===== config.mk =====
export PLATFORM = sky130hd
export DESIGN_NAME = display_scan_ctrl
export DESIGN_NICKNAME = d
export VERILOG_FILES = /design/src/rtl/display_scan_ctrl.sv
export SDC_FILE = /design/constraint.sdc
export NUM_CORES = 1
export LEC_CHECK = 0
export ABC_CLOCK_PERIOD_IN_PS = 6000
export BUFFER_PORTS_ARGS = -buffer_cell sky130_fd_sc_hd__buf_2
export CORE_ASPECT_RATIO = 1.4
export CORE_MARGIN = 1.5
export CORE_UTILIZATION = 50
export DETAILED_ROUTE_END_ITERATION = 16
export PLACE_DENSITY = 0.69
export RECOVER_POWER = 50
export SKIP_CTS_REPAIR_TIMING = 1
export SLEW_MARGIN = 20
export SYNTH_ARGS = -nofsm -noshare
export SYNTH_HDL_FRONTEND = slang
export SYNTH_SLANG_ARGS = --single-unit

===== constraint.sdc =====
create_clock -name clk -period 6 [get_ports clk]
set_input_delay 0.9 -clock clk [delete_from_list [all_inputs] [get_ports clk]]
set_output_delay 0.9 -clock clk [all_outputs]
set_load 0.01 [all_outputs]

===== src/rtl/display_scan_ctrl.sv =====
// Multiplexed 4-digit display scanner with dead-time blanking and frame-synchronous value update.
// Optional leading-zero suppression is enabled by defining DISPLAY_LZ_BLANK_EN.
module display_scan_ctrl #(
  parameter int unsigned CLK_DIV = 50000
) (
  input  logic        clk,
  input  logic        rst,
  input  logic        en,
  input  logic [15:0] value,
  input  logic        load,
  output logic [3:0]  digit_bin,
  output logic [3:0]  an,
  output logic        pending,
  output logic        frame_done
);

  localparam int unsigned CNT_W = (CLK_DIV > 1) ? $clog2(CLK_DIV) : 1;
  localparam int unsigned IDX_W = 2;
  localparam int unsigned DIG_W = 4;
  localparam int unsigned VAL_W = 16;
  localparam logic [CNT_W-1:0] CNT_LAST = CNT_W'(CLK_DIV - 1);
  localparam logic [IDX_W-1:0] IDX_LAST = IDX_W'(3);

  typedef enum logic [1:0] {
    IDLE  = 2'd0,
    BLANK = 2'd1,
    SHOW  = 2'd2
  } state_t;

  state_t           state, state_d;
  logic [IDX_W-1:0] idx, idx_d;
  logic [CNT_W-1:0] cnt, cnt_d;

  logic [VAL_W-1:0] shadow;
  logic [VAL_W-1:0] active;

  logic [DIG_W-1:0] an_d;
  logic [DIG_W-1:0] digit_bin_d;
  logic             frame_done_d;
  logic [DIG_W-1:0] lz_mask_c;

  logic boundary_c;
  logic commit_c;

  // Frame boundary is the last SHOW cycle of digit 3 while scanning continues.
  assign boundary_c = en && (state == SHOW) && (idx == IDX_LAST) && (cnt == CNT_LAST);
  // Commit either at a frame boundary or while dark in IDLE, so no frame mixes values.
  assign commit_c   = pending && (boundary_c || (state == IDLE));

  // State register
  always_ff @(posedge clk) begin
    if (rst) begin
      state <= IDLE;
      idx   <= '0;
      cnt   <= '0;
    end else begin
      state <= state_d;
      idx   <= idx_d;
      cnt   <= cnt_d;
    end
  end

  // Next-state logic
  always_comb begin
    state_d = state;
    idx_d   = idx;
    cnt_d   = cnt;
    if (!en) begin
      state_d = IDLE;
      idx_d   = '0;
      cnt_d   = '0;
    end else begin
      unique case (state)
        IDLE: begin
          state_d = BLANK;
          idx_d   = '0;
          cnt_d   = '0;
        end
        BLANK: begin
          state_d = SHOW;
          cnt_d   = '0;
        end
        SHOW: begin
          if (cnt == CNT_LAST) begin
            state_d = BLANK;
            idx_d   = idx + IDX_W'(1);
            cnt_d   = '0;
          end else begin
            cnt_d   = cnt + CNT_W'(1);
          end
        end
        default: begin
          state_d = IDLE;
          idx_d   = '0;
          cnt_d   = '0;
        end
      endcase
    end
  end

  // Leading-zero mask: digit k goes dark when nibbles k..3 of the active value are all zero
`ifdef DISPLAY_LZ_BLANK_EN
  always_comb begin
    lz_mask_c    = '0;
    lz_mask_c[3] = (active[15:12] == 4'h0);
    lz_mask_c[2] = (active[15:8]  == 8'h00);
    lz_mask_c[1] = (active[15:4]  == 12'h000);
  end
`else
  always_comb begin
    lz_mask_c = '0;
  end
`endif

  // Output logic: values for the cycle the FSM is about to enter
  always_comb begin
    an_d         = 4'b1111;
    digit_bin_d  = digit_bin;
    frame_done_d = boundary_c;
    if (state_d == SHOW) begin
      an_d        = DIG_W'(~(4'b0001 << idx_d)) | lz_mask_c;
      digit_bin_d = active[{idx_d, 2'b00} +: DIG_W];
    end
  end

  // Output registers
  always_ff @(posedge clk) begin
    if (rst) begin
      an         <= 4'b1111;
      digit_bin  <= '0;
      frame_done <= 1'b0;
    end else begin
      an         <= an_d;
      digit_bin  <= digit_bin_d;
      frame_done <= frame_done_d;
    end
  end

  // Shadow/active double buffer; a load on a commit cycle lands in shadow and stays pending
  always_ff @(posedge clk) begin
    if (rst) begin
      shadow  <= '0;
      active  <= '0;
      pending <= 1'b0;
    end else begin
      if (load) begin
        shadow <= value;
      end
      if (commit_c) begin
        active <= shadow;
      end
      if (load) begin
        pending <= 1'b1;
      end else if (commit_c) begin
        pending <= 1'b0;
      end
    end
  end

endmodule


; ---- Word-level counts from Yosys, hierarchy flattened
; Cells that the tools add are included.
[totals]
register_bits = 62
input_bits = 20
output_inout_bits = 10
[classes]
addsub = 2
n_eq_ne = 5
shifts = 2
mux = 8
bitwise_logic = 4
n_reduce_logical = 9
[op_table]
columns = cell, n
row1 = $add A16 B1 Y16 const B, 1
row2 = $eq A16 B16 Y1 const B, 1
row3 = $shiftx A16 B5 Y4, 1
row4 = $mux W2, 4
row5 = $eq A2 B2 Y1 const B, 3
row6 = $pmux W2 S3, 1
row7 = $logic_and A1 B1 Y1, 4
row8 = $not A4 Y4, 1
row9 = $pmux W2 S2, 1
row10 = $reduce_or A4 Y1, 1
row11 = $shl A1 B2 Y4 const A, 1
row12 = $not A1 Y1, 3
row13 = $add A2 B1 Y2 const B, 1
row14 = $eq A2 B1 Y1 const B, 1
row15 = $logic_not A2 Y1, 1
row16 = $mux W1, 2
row17 = $reduce_bool A2 Y1, 1
row18 = $reduce_or A2 Y1, 1
row19 = $logic_or A1 B1 Y1, 1

; ---- Logic depth before layout (Yosys ltp)
; Gate-level depths: netlist of run 1.
[depth]
word_depth = 8
ltp_mapped = 9
depth_no_buf = 8

; ---- Worst setup path before layout of run 1
; OpenSTA, ideal clock, no wires.
[synth_path]
path_type = in2reg
start = in load
end = reg shadow[10]
setup_ps = 128
t_arrival_ps = 1982
t_required_ps = 5872
setup_slack_ps = 3891
cell_stages = 4
path_buffers = 2
cell_sequence = clkbuf_1 > clkbuf_1 > mux2i_1 > nor2_1
[synth_lines]
columns = item, line_no
row1 = start: declaration, 10  ; input logic load,
row2 = end signal: assignment, 147  ; shadow <= value;
row3 = end: declaration, 34  ; logic [VAL_W-1:0] shadow;

; ---- Worst setup path in the final report of run 1
[layout_path]
start = in rst
end = reg cnt[10]
[layout_via]
elab_chain_len = 1
[layout_rtl]
columns = item, line_no
row1 = start: declaration, 7  ; input logic rst,
row2 = $reduce_or A4 Y1 (no source line), n/a
row3 = end signal: assignment, 59  ; cnt <= cnt_d;
row4 = end: declaration, 32  ; logic [CNT_W-1:0] cnt, cnt_d;
; No other way between the ends.
; A chain may end at the register's enable or synchronous reset.

==> flow_summary_export.csv, run 1 <==
group,metric,value,unit
sta,skew,0.00411,ns
sta,finalCriticalPeriod,2.97,ns
detailed_routing,vias,1854,
final_layout,ff_latch_area,1240,um^2
logic_synthesis,yosys_warnings,0,
worst_setup_path,cp_data_arrival_time,3.16,ns
detailed_routing,ant_nets,0,
sta,setup_tns,0,ns
logic_synthesis,synth_top_area_cell,"dfxtp_1",
die,dieArea,5610,um^2
worst_setup_path,worstRegToRegCells,7,
clock_tree,clk_latency,0.34,ns
final_layout,fill_cells,472,
worst_setup_path,rr_startpoint,"cnt[0]$_SDFF_PP0_",
logic_synthesis,yosysMostFrequentCell,"dfxtp_1",
sta,hold_slack,0.455,ns
final_layout,final_util,0.596,
detailed_routing,drt-met1-wl,1.95,mm
detailed_routing,drc_errors,0,
status,violations,"max-capacitance violations, max-slew violations",
worst_setup_path,startpoint,"rst",
global_route,grt_pass1_vias,1869,
sta,max_freq,337,MHz
logic_synthesis,async_flop_share,0,
global_route,track_usage,0.186,
clock_tree,clk_path_buf_depth,2,
clock_tree,clk_pin_slew,0.06,ns
logic_synthesis,synth.cells.most_frequent,"dfxtp_1 (62), nor2_1 (59), mux2i_1 (40), nand2_1 (15), nand3_1 (13)",
final_layout,area_delta_synth_final,13.4,%
worst_setup_path,worst_ep_required_time,6.19,ns
worst_hold_path,hold_class,"register to register",
logic_synthesis,synth_top_area_share,0.480,
logic_synthesis,synthDistinctLibCells,34,
global_route,grt_pass1_wl,7.79,mm
clock_tree,h-tree-depth,3,
worst_setup_path,crit_path_end,"cnt[10]$_SDFF_PP0_",
final_layout,multiInputGateArea,1270,um^2
detailed_routing,avgViaCountPerCell,5.15,
status,status,"complete, but fails checks",
die,fp.dieW,63.8,um
detailed_routing,drtPass1Iterations,4,
job,maxCapViolCount,1,
power,totalPowerFinal,807,uW
sta,worst_pin_slew,1.60,ns
sta,drv_slew,40,
die,io-pin-count,30,
sta,max_slew_margin,-0.0652,
power,p_per_area,275,nW/um^2
logic_synthesis,synthCells,263,
placement,gp_congestion,0.732,
detailed_routing,routed_wl,4.55,mm
logic_synthesis,synth_enable_flop_cells,0,
die,floorplan.initialDensity,0.525,
worst_setup_path,r2r-end,"active[12]$_SDFFE_PP0P_",
die,rows,30,
worst_setup_path,critPathLaunchType,"input port",
detailed_routing,routed.top_layer,"met4",
placement,io_buffer_count,29,
power,p_leak,1.24,nW
global_route,antenna_found_initial,0,
sta,period_share,0.495,
clock_tree,cts-buffers-inserted,9,
sta,rsz0062_at_grt,"false",
die,fp.coreArea,4920,um^2
worst_setup_path,crit_type,"input port to register",
final_layout,drive_gt1_frac,0.142,
logic_synthesis,yosys-top-cells-area,"dfxtp_1 (48%), mux2i_1 (15%), nor2_1 (8.6%)",
clock_tree,cts_sinks,62,
detailed_routing,routed-wl-met2,2.31,mm
logic_synthesis,synth_area,2580,um^2
detailed_routing,met3WireLength,177,um
logic_synthesis,mappedNetlistNets,289,
global_route,grt-ovfl-total,0,
logic_synthesis,synth-seq-cells,62,
detailed_routing,wl_per_cell,12.6,um
logic_synthesis,synth_flop_cell,"dfxtp_1",
die,fp.dieH,88.1,um
final_layout,num_antenna_cells,0,
clock_tree,cts_root_buf,"clkbuf_8",
global_route,grt_max_degree,40,
placement,dp_hpwl,3.24,mm
worst_setup_path,crit_path_max_fanout,39,
final_layout,nets,317,
logic_synthesis,syn_avg_cell_area,9.82,um^2
power,max-vdd-ir-drop,0.000206,V
sta,setup_viol,0,
sta,finalHoldViolCount,0,
clock_tree,tritoncts,"built",
detailed_routing,drt_iter0_markers,43,
worst_setup_path,rrSetupSlack,3.65,ns
worst_setup_path,endpoint_kind,"register",
logic_synthesis,yosysSeqAreaShare,0.480,
[how the worst min path moves through the flow]
stage                 startpoint                end  slack (ns)  cells past startpoint
2_1_floorplan  cnt[0]$_SDFF_PP0_  cnt[0]$_SDFF_PP0_        0.41                      1
3_3_place_gp   cnt[0]$_SDFF_PP0_  cnt[0]$_SDFF_PP0_        0.43                      1
3_5_place_dp   cnt[0]$_SDFF_PP0_  cnt[0]$_SDFF_PP0_        0.45                      1
4_1_cts        cnt[0]$_SDFF_PP0_  cnt[0]$_SDFF_PP0_        0.46                      1
5_1_grt        cnt[0]$_SDFF_PP0_  cnt[0]$_SDFF_PP0_        0.46                      1
6_report       cnt[0]$_SDFF_PP0_  cnt[0]$_SDFF_PP0_        0.45                      1
[layer usage]
layer,up-vias,track usage
li1,951,-
met1,868,0.181
met2,26,0.338
met3,9,0.0643
met4,0,0.113
met5,-,0
[per-stage QoR]
step | instance area (um^2) | instances | setup WS [ns]
2_1_floorplan | 2580 | 263 | 3.89
3_3_place_gp | 2760 | 344 | 3.53
3_5_place_dp | 2760 | 344 | 3.48
4_1_cts | 2950 | 360 | 3.63
5_1_grt | 2930 | 360 | 2.77
6_report | 2930 | 360 | 3.03
[registers in the layout, summed over array words and instances (netlist names)]
name,count
active,16
an,4
cnt,16
digit_bin,4
frame_done,1
idx,2
pending,1
shadow,16
state,2
[cells in the final DEF, fill, tap and decap left out, types with 6 or more instances in the layout]
cell | Yosys | layout
xnor2_1 | 8 | 8
xor2_1 | 6 | 6
mux2i_1 | 40 | 40
ha_1 | 6 | 6
and3_1 | 7 | 7
buf_2 | 1 | 17
nand2_1 | 15 | 15
dfxtp_1 | 62 | 62
clkbuf_1 | 10 | 13
nor2_1 | 59 | 59
nand3_1 | 13 | 13
clkbuf_8 | 0 | 12
[cell families (layout without fill, tap and decap cells)]
logic type	Yosys count	count (layout)	share of synthesized area
AOI/OAI and AO/OA	15	15	0.0513
xor gates and xnor gates	14	14	0.0475
adders and majority gates	6	6	0.0291
buffers and inverters	17	50	0.0266
DFF	62	62	0.480
muxes	42	42	0.165
and+or+nand+nor	107	107	0.200
[worst max-delay path, cell delays in order]
cell and delay, ns:
clkbuf_1 1.13, nand2b_1 0.28, or2_0 0.71, nor2_1 0.13
[where the power goes]
group	internal [mW]	total, mW	switching (mW)
Clock	0.182	0.336	0.154
Combinational	0.0198	0.0427	0.0229
Sequential	0.422	0.428	0.00593
Total	0.624	0.807	0.183
[cell type report]
class                      count  share of cell area
clock inverter                 3             0.00598
tap                           64              0.0273
multi-input combinational    184               0.435
sequential                    62               0.424
clock buffer                  13              0.0576
timing repair buffer          29              0.0444
inverter                       5             0.00640
Note: power is estimated with default switching activity, not from simulation.
==> run 2: changes to the inputs <==
- ABC_CLOCK_PERIOD_IN_PS: 6000 -> 2900
- clock period: 6 -> 2.9 ns (I/O delays scaled with it)
==> run 2 against run 1 <==
  * The flow now finishes without violations
  * Cell count up 0.28%
  * Sequential share of layout area fell by 0.43 points
  * Die area unchanged
  * Setup slack lost 2.6 ns
  * Wire length is 2.4% higher
==> flow_summary_export.csv, run 2 (synthesized netlist as in run 1, its figures left out) <==
group,metric,value,unit
sta,setup_tns,0,ns
clock_tree,tritoncts,"built",
sta,finalHoldViolCount,0,
die,floorplan.initialDensity,0.525,
power,pwr-share-comb,0.050,
sta,max_slew_margin,0.227,
die,dieArea,5610,um^2
sta,setup_viol,0,
detailed_routing,avgViaCountPerCell,5.02,
worst_setup_path,cp_data_arrival_time,2.68,ns
global_route,grt_pass1_wl,7.74,mm
worst_hold_path,hold_class,"input port to register",
die,io-pin-count,30,
final_layout,drive_gt1_frac,0.148,
sta,drv_slew,0,
die,fp.coreArea,4920,um^2
power,totalPowerFinal,1.81,mW
die,fp.dieW,63.8,um
detailed_routing,routed_wl,4.66,mm
power,p_leak,1.25,nW
sta,max_freq,406,MHz
global_route,antenna_found_initial,0,
detailed_routing,drtPass1Iterations,4,
sta,worst_pin_slew,1.16,ns
die,rows,30,
power,p_sw,395,uW
global_route,grt_max_degree,30,
global_route,grt-ovfl-total,0,
worst_setup_path,worst_ep_required_time,3.12,ns
detailed_routing,drt_iter0_markers,58,
power,clkPwrFrac,0.462,
sta,finalCriticalPeriod,2.46,ns
power,p_seq_frac,0.489,
job,maxCapViolCount,0,
worst_setup_path,crit_path_max_fanout,16,
final_layout,num_antenna_cells,0,
placement,io_buffer_count,29,
power,sw_frac_of_total,0.218,
final_layout,final_cell_mix,"dfxtp_1 (62), nor2_1 (59), mux2i_1 (40), buf_2 (18), nand2_1 (15)",
final_layout,area_delta_synth_final,14.6,%
clock_tree,h-tree-depth,3,
power,max-vdd-ir-drop,0.000387,V
global_route,track_usage,0.182,
worst_setup_path,crit_type,"register to register",
detailed_routing,wl_per_cell,12.9,um
worst_setup_path,endpoint_kind,"register",
status,status,"finished, final reports clean",
power,intPower,1.42,mW
clock_tree,clk_path_buf_depth,2,
detailed_routing,ant_nets,0,
power,p_per_area,612,nW/um^2
global_route,grt_pass1_vias,1749,
sta,skew,0.00506,ns
clock_tree,cts-buffers-inserted,9,
detailed_routing,vias,1811,
placement,dp_hpwl,3.29,mm
placement,gp_congestion,0.726,
final_layout,nets,318,
die,fp.dieH,88.1,um
final_layout,reg.largest.list,"active (16), cnt (16), shadow (16)",
worst_setup_path,critPathLaunchType,"register",
clock_tree,clk_pin_slew,0.07,ns
clock_tree,cts_sinks,62,
detailed_routing,drc_errors,0,
clock_tree,cts_root_buf,"clkbuf_8",
sta,rsz0062_at_grt,"false",
sta,period_share,0.848,
clock_tree,clk_latency,0.34,ns
final_layout,final_common_cell,"dfxtp_1",
## run 2: cell count changes in the layout (fill, tap and decap cells not counted)
cell | previous run | this run
clkinvlp_4 | 1 | 2
clkbuf_8 | 12 | 10
buf_4 | 0 | 1
nand4_4 | 1 | 0
buf_2 | 17 | 18
bufinv_16 | 0 | 2
nand4_1 | 0 | 1
clkbuf_1 | 13 | 11
## run 2: layer usage
metal / vias up / track usage / wire [um]
li1: 950 / - / -
met1: 826 / 0.201 / 2120
met4: 0 / 0.101 / 56
met2: 27 / 0.316 / 2320
met3: 8 / 0.0488 / 163
met5: - / 0 / 0
## run 2: power by group through the flow
stage	combinational, mW	sequential, mW	clock (mW)
after floorplan	0.0661	0.901	0
after global placement	0.0886	0.905	0
after detailed placement	0.0907	0.905	0
after CTS	0.0910	0.886	0.857
after global routing	0.100	0.888	0.893
final	0.0901	0.886	0.837
## run 2: final timing paths
path                                   startpoint                      end  slack [ns]  cells past startpoint
worst max-delay path            cnt[0]$_SDFF_PP0_  active[12]$_SDFFE_PP0P_        0.44                      7
worst min-delay path                     value[1]   shadow[1]$_SDFFE_PP0P_        0.33                      3
worst max register to register  cnt[0]$_SDFF_PP0_  active[12]$_SDFFE_PP0P_        0.44                      7
worst min register to register  cnt[0]$_SDFF_PP0_        cnt[0]$_SDFF_PP0_        0.45                      1
## run 2: final cells by class
type                    instances  area [um^2]
inverters                       5         18.8
well taps                      64         80.1
clock buffers                  10          138
flip-flops and latches         62         1240
repair buffers                 30          139
clock inverters                 6         85.1
multi-input cells             184         1260
fillers                       459         1960
## run 2: stage by stage
step            util  hold slack, ns  instance area (um^2)  std cells  setup WS [ns]
6_report       0.602           0.330                  2960        361          0.440
5_1_grt        0.602           0.324                  2960        361          0.257
4_1_cts        0.608           0.317                  2990        361          0.579
3_5_place_dp   0.563           0.440                  2770        345          0.599
3_3_place_gp   0.563           0.422                  2770        345          0.635
2_1_floorplan      -           0.413                  2580        263          0.902
## run 2: worst max-delay path, cell delays in order (launching register included)
cell and delay (ns):
dfxtp_1 0.32, ha_1 0.22, and3_1 0.24, nand4_1 0.28, nor2_1 0.13, o21ai_2 0.80, mux2i_1 0.28, nor2_1 0.06
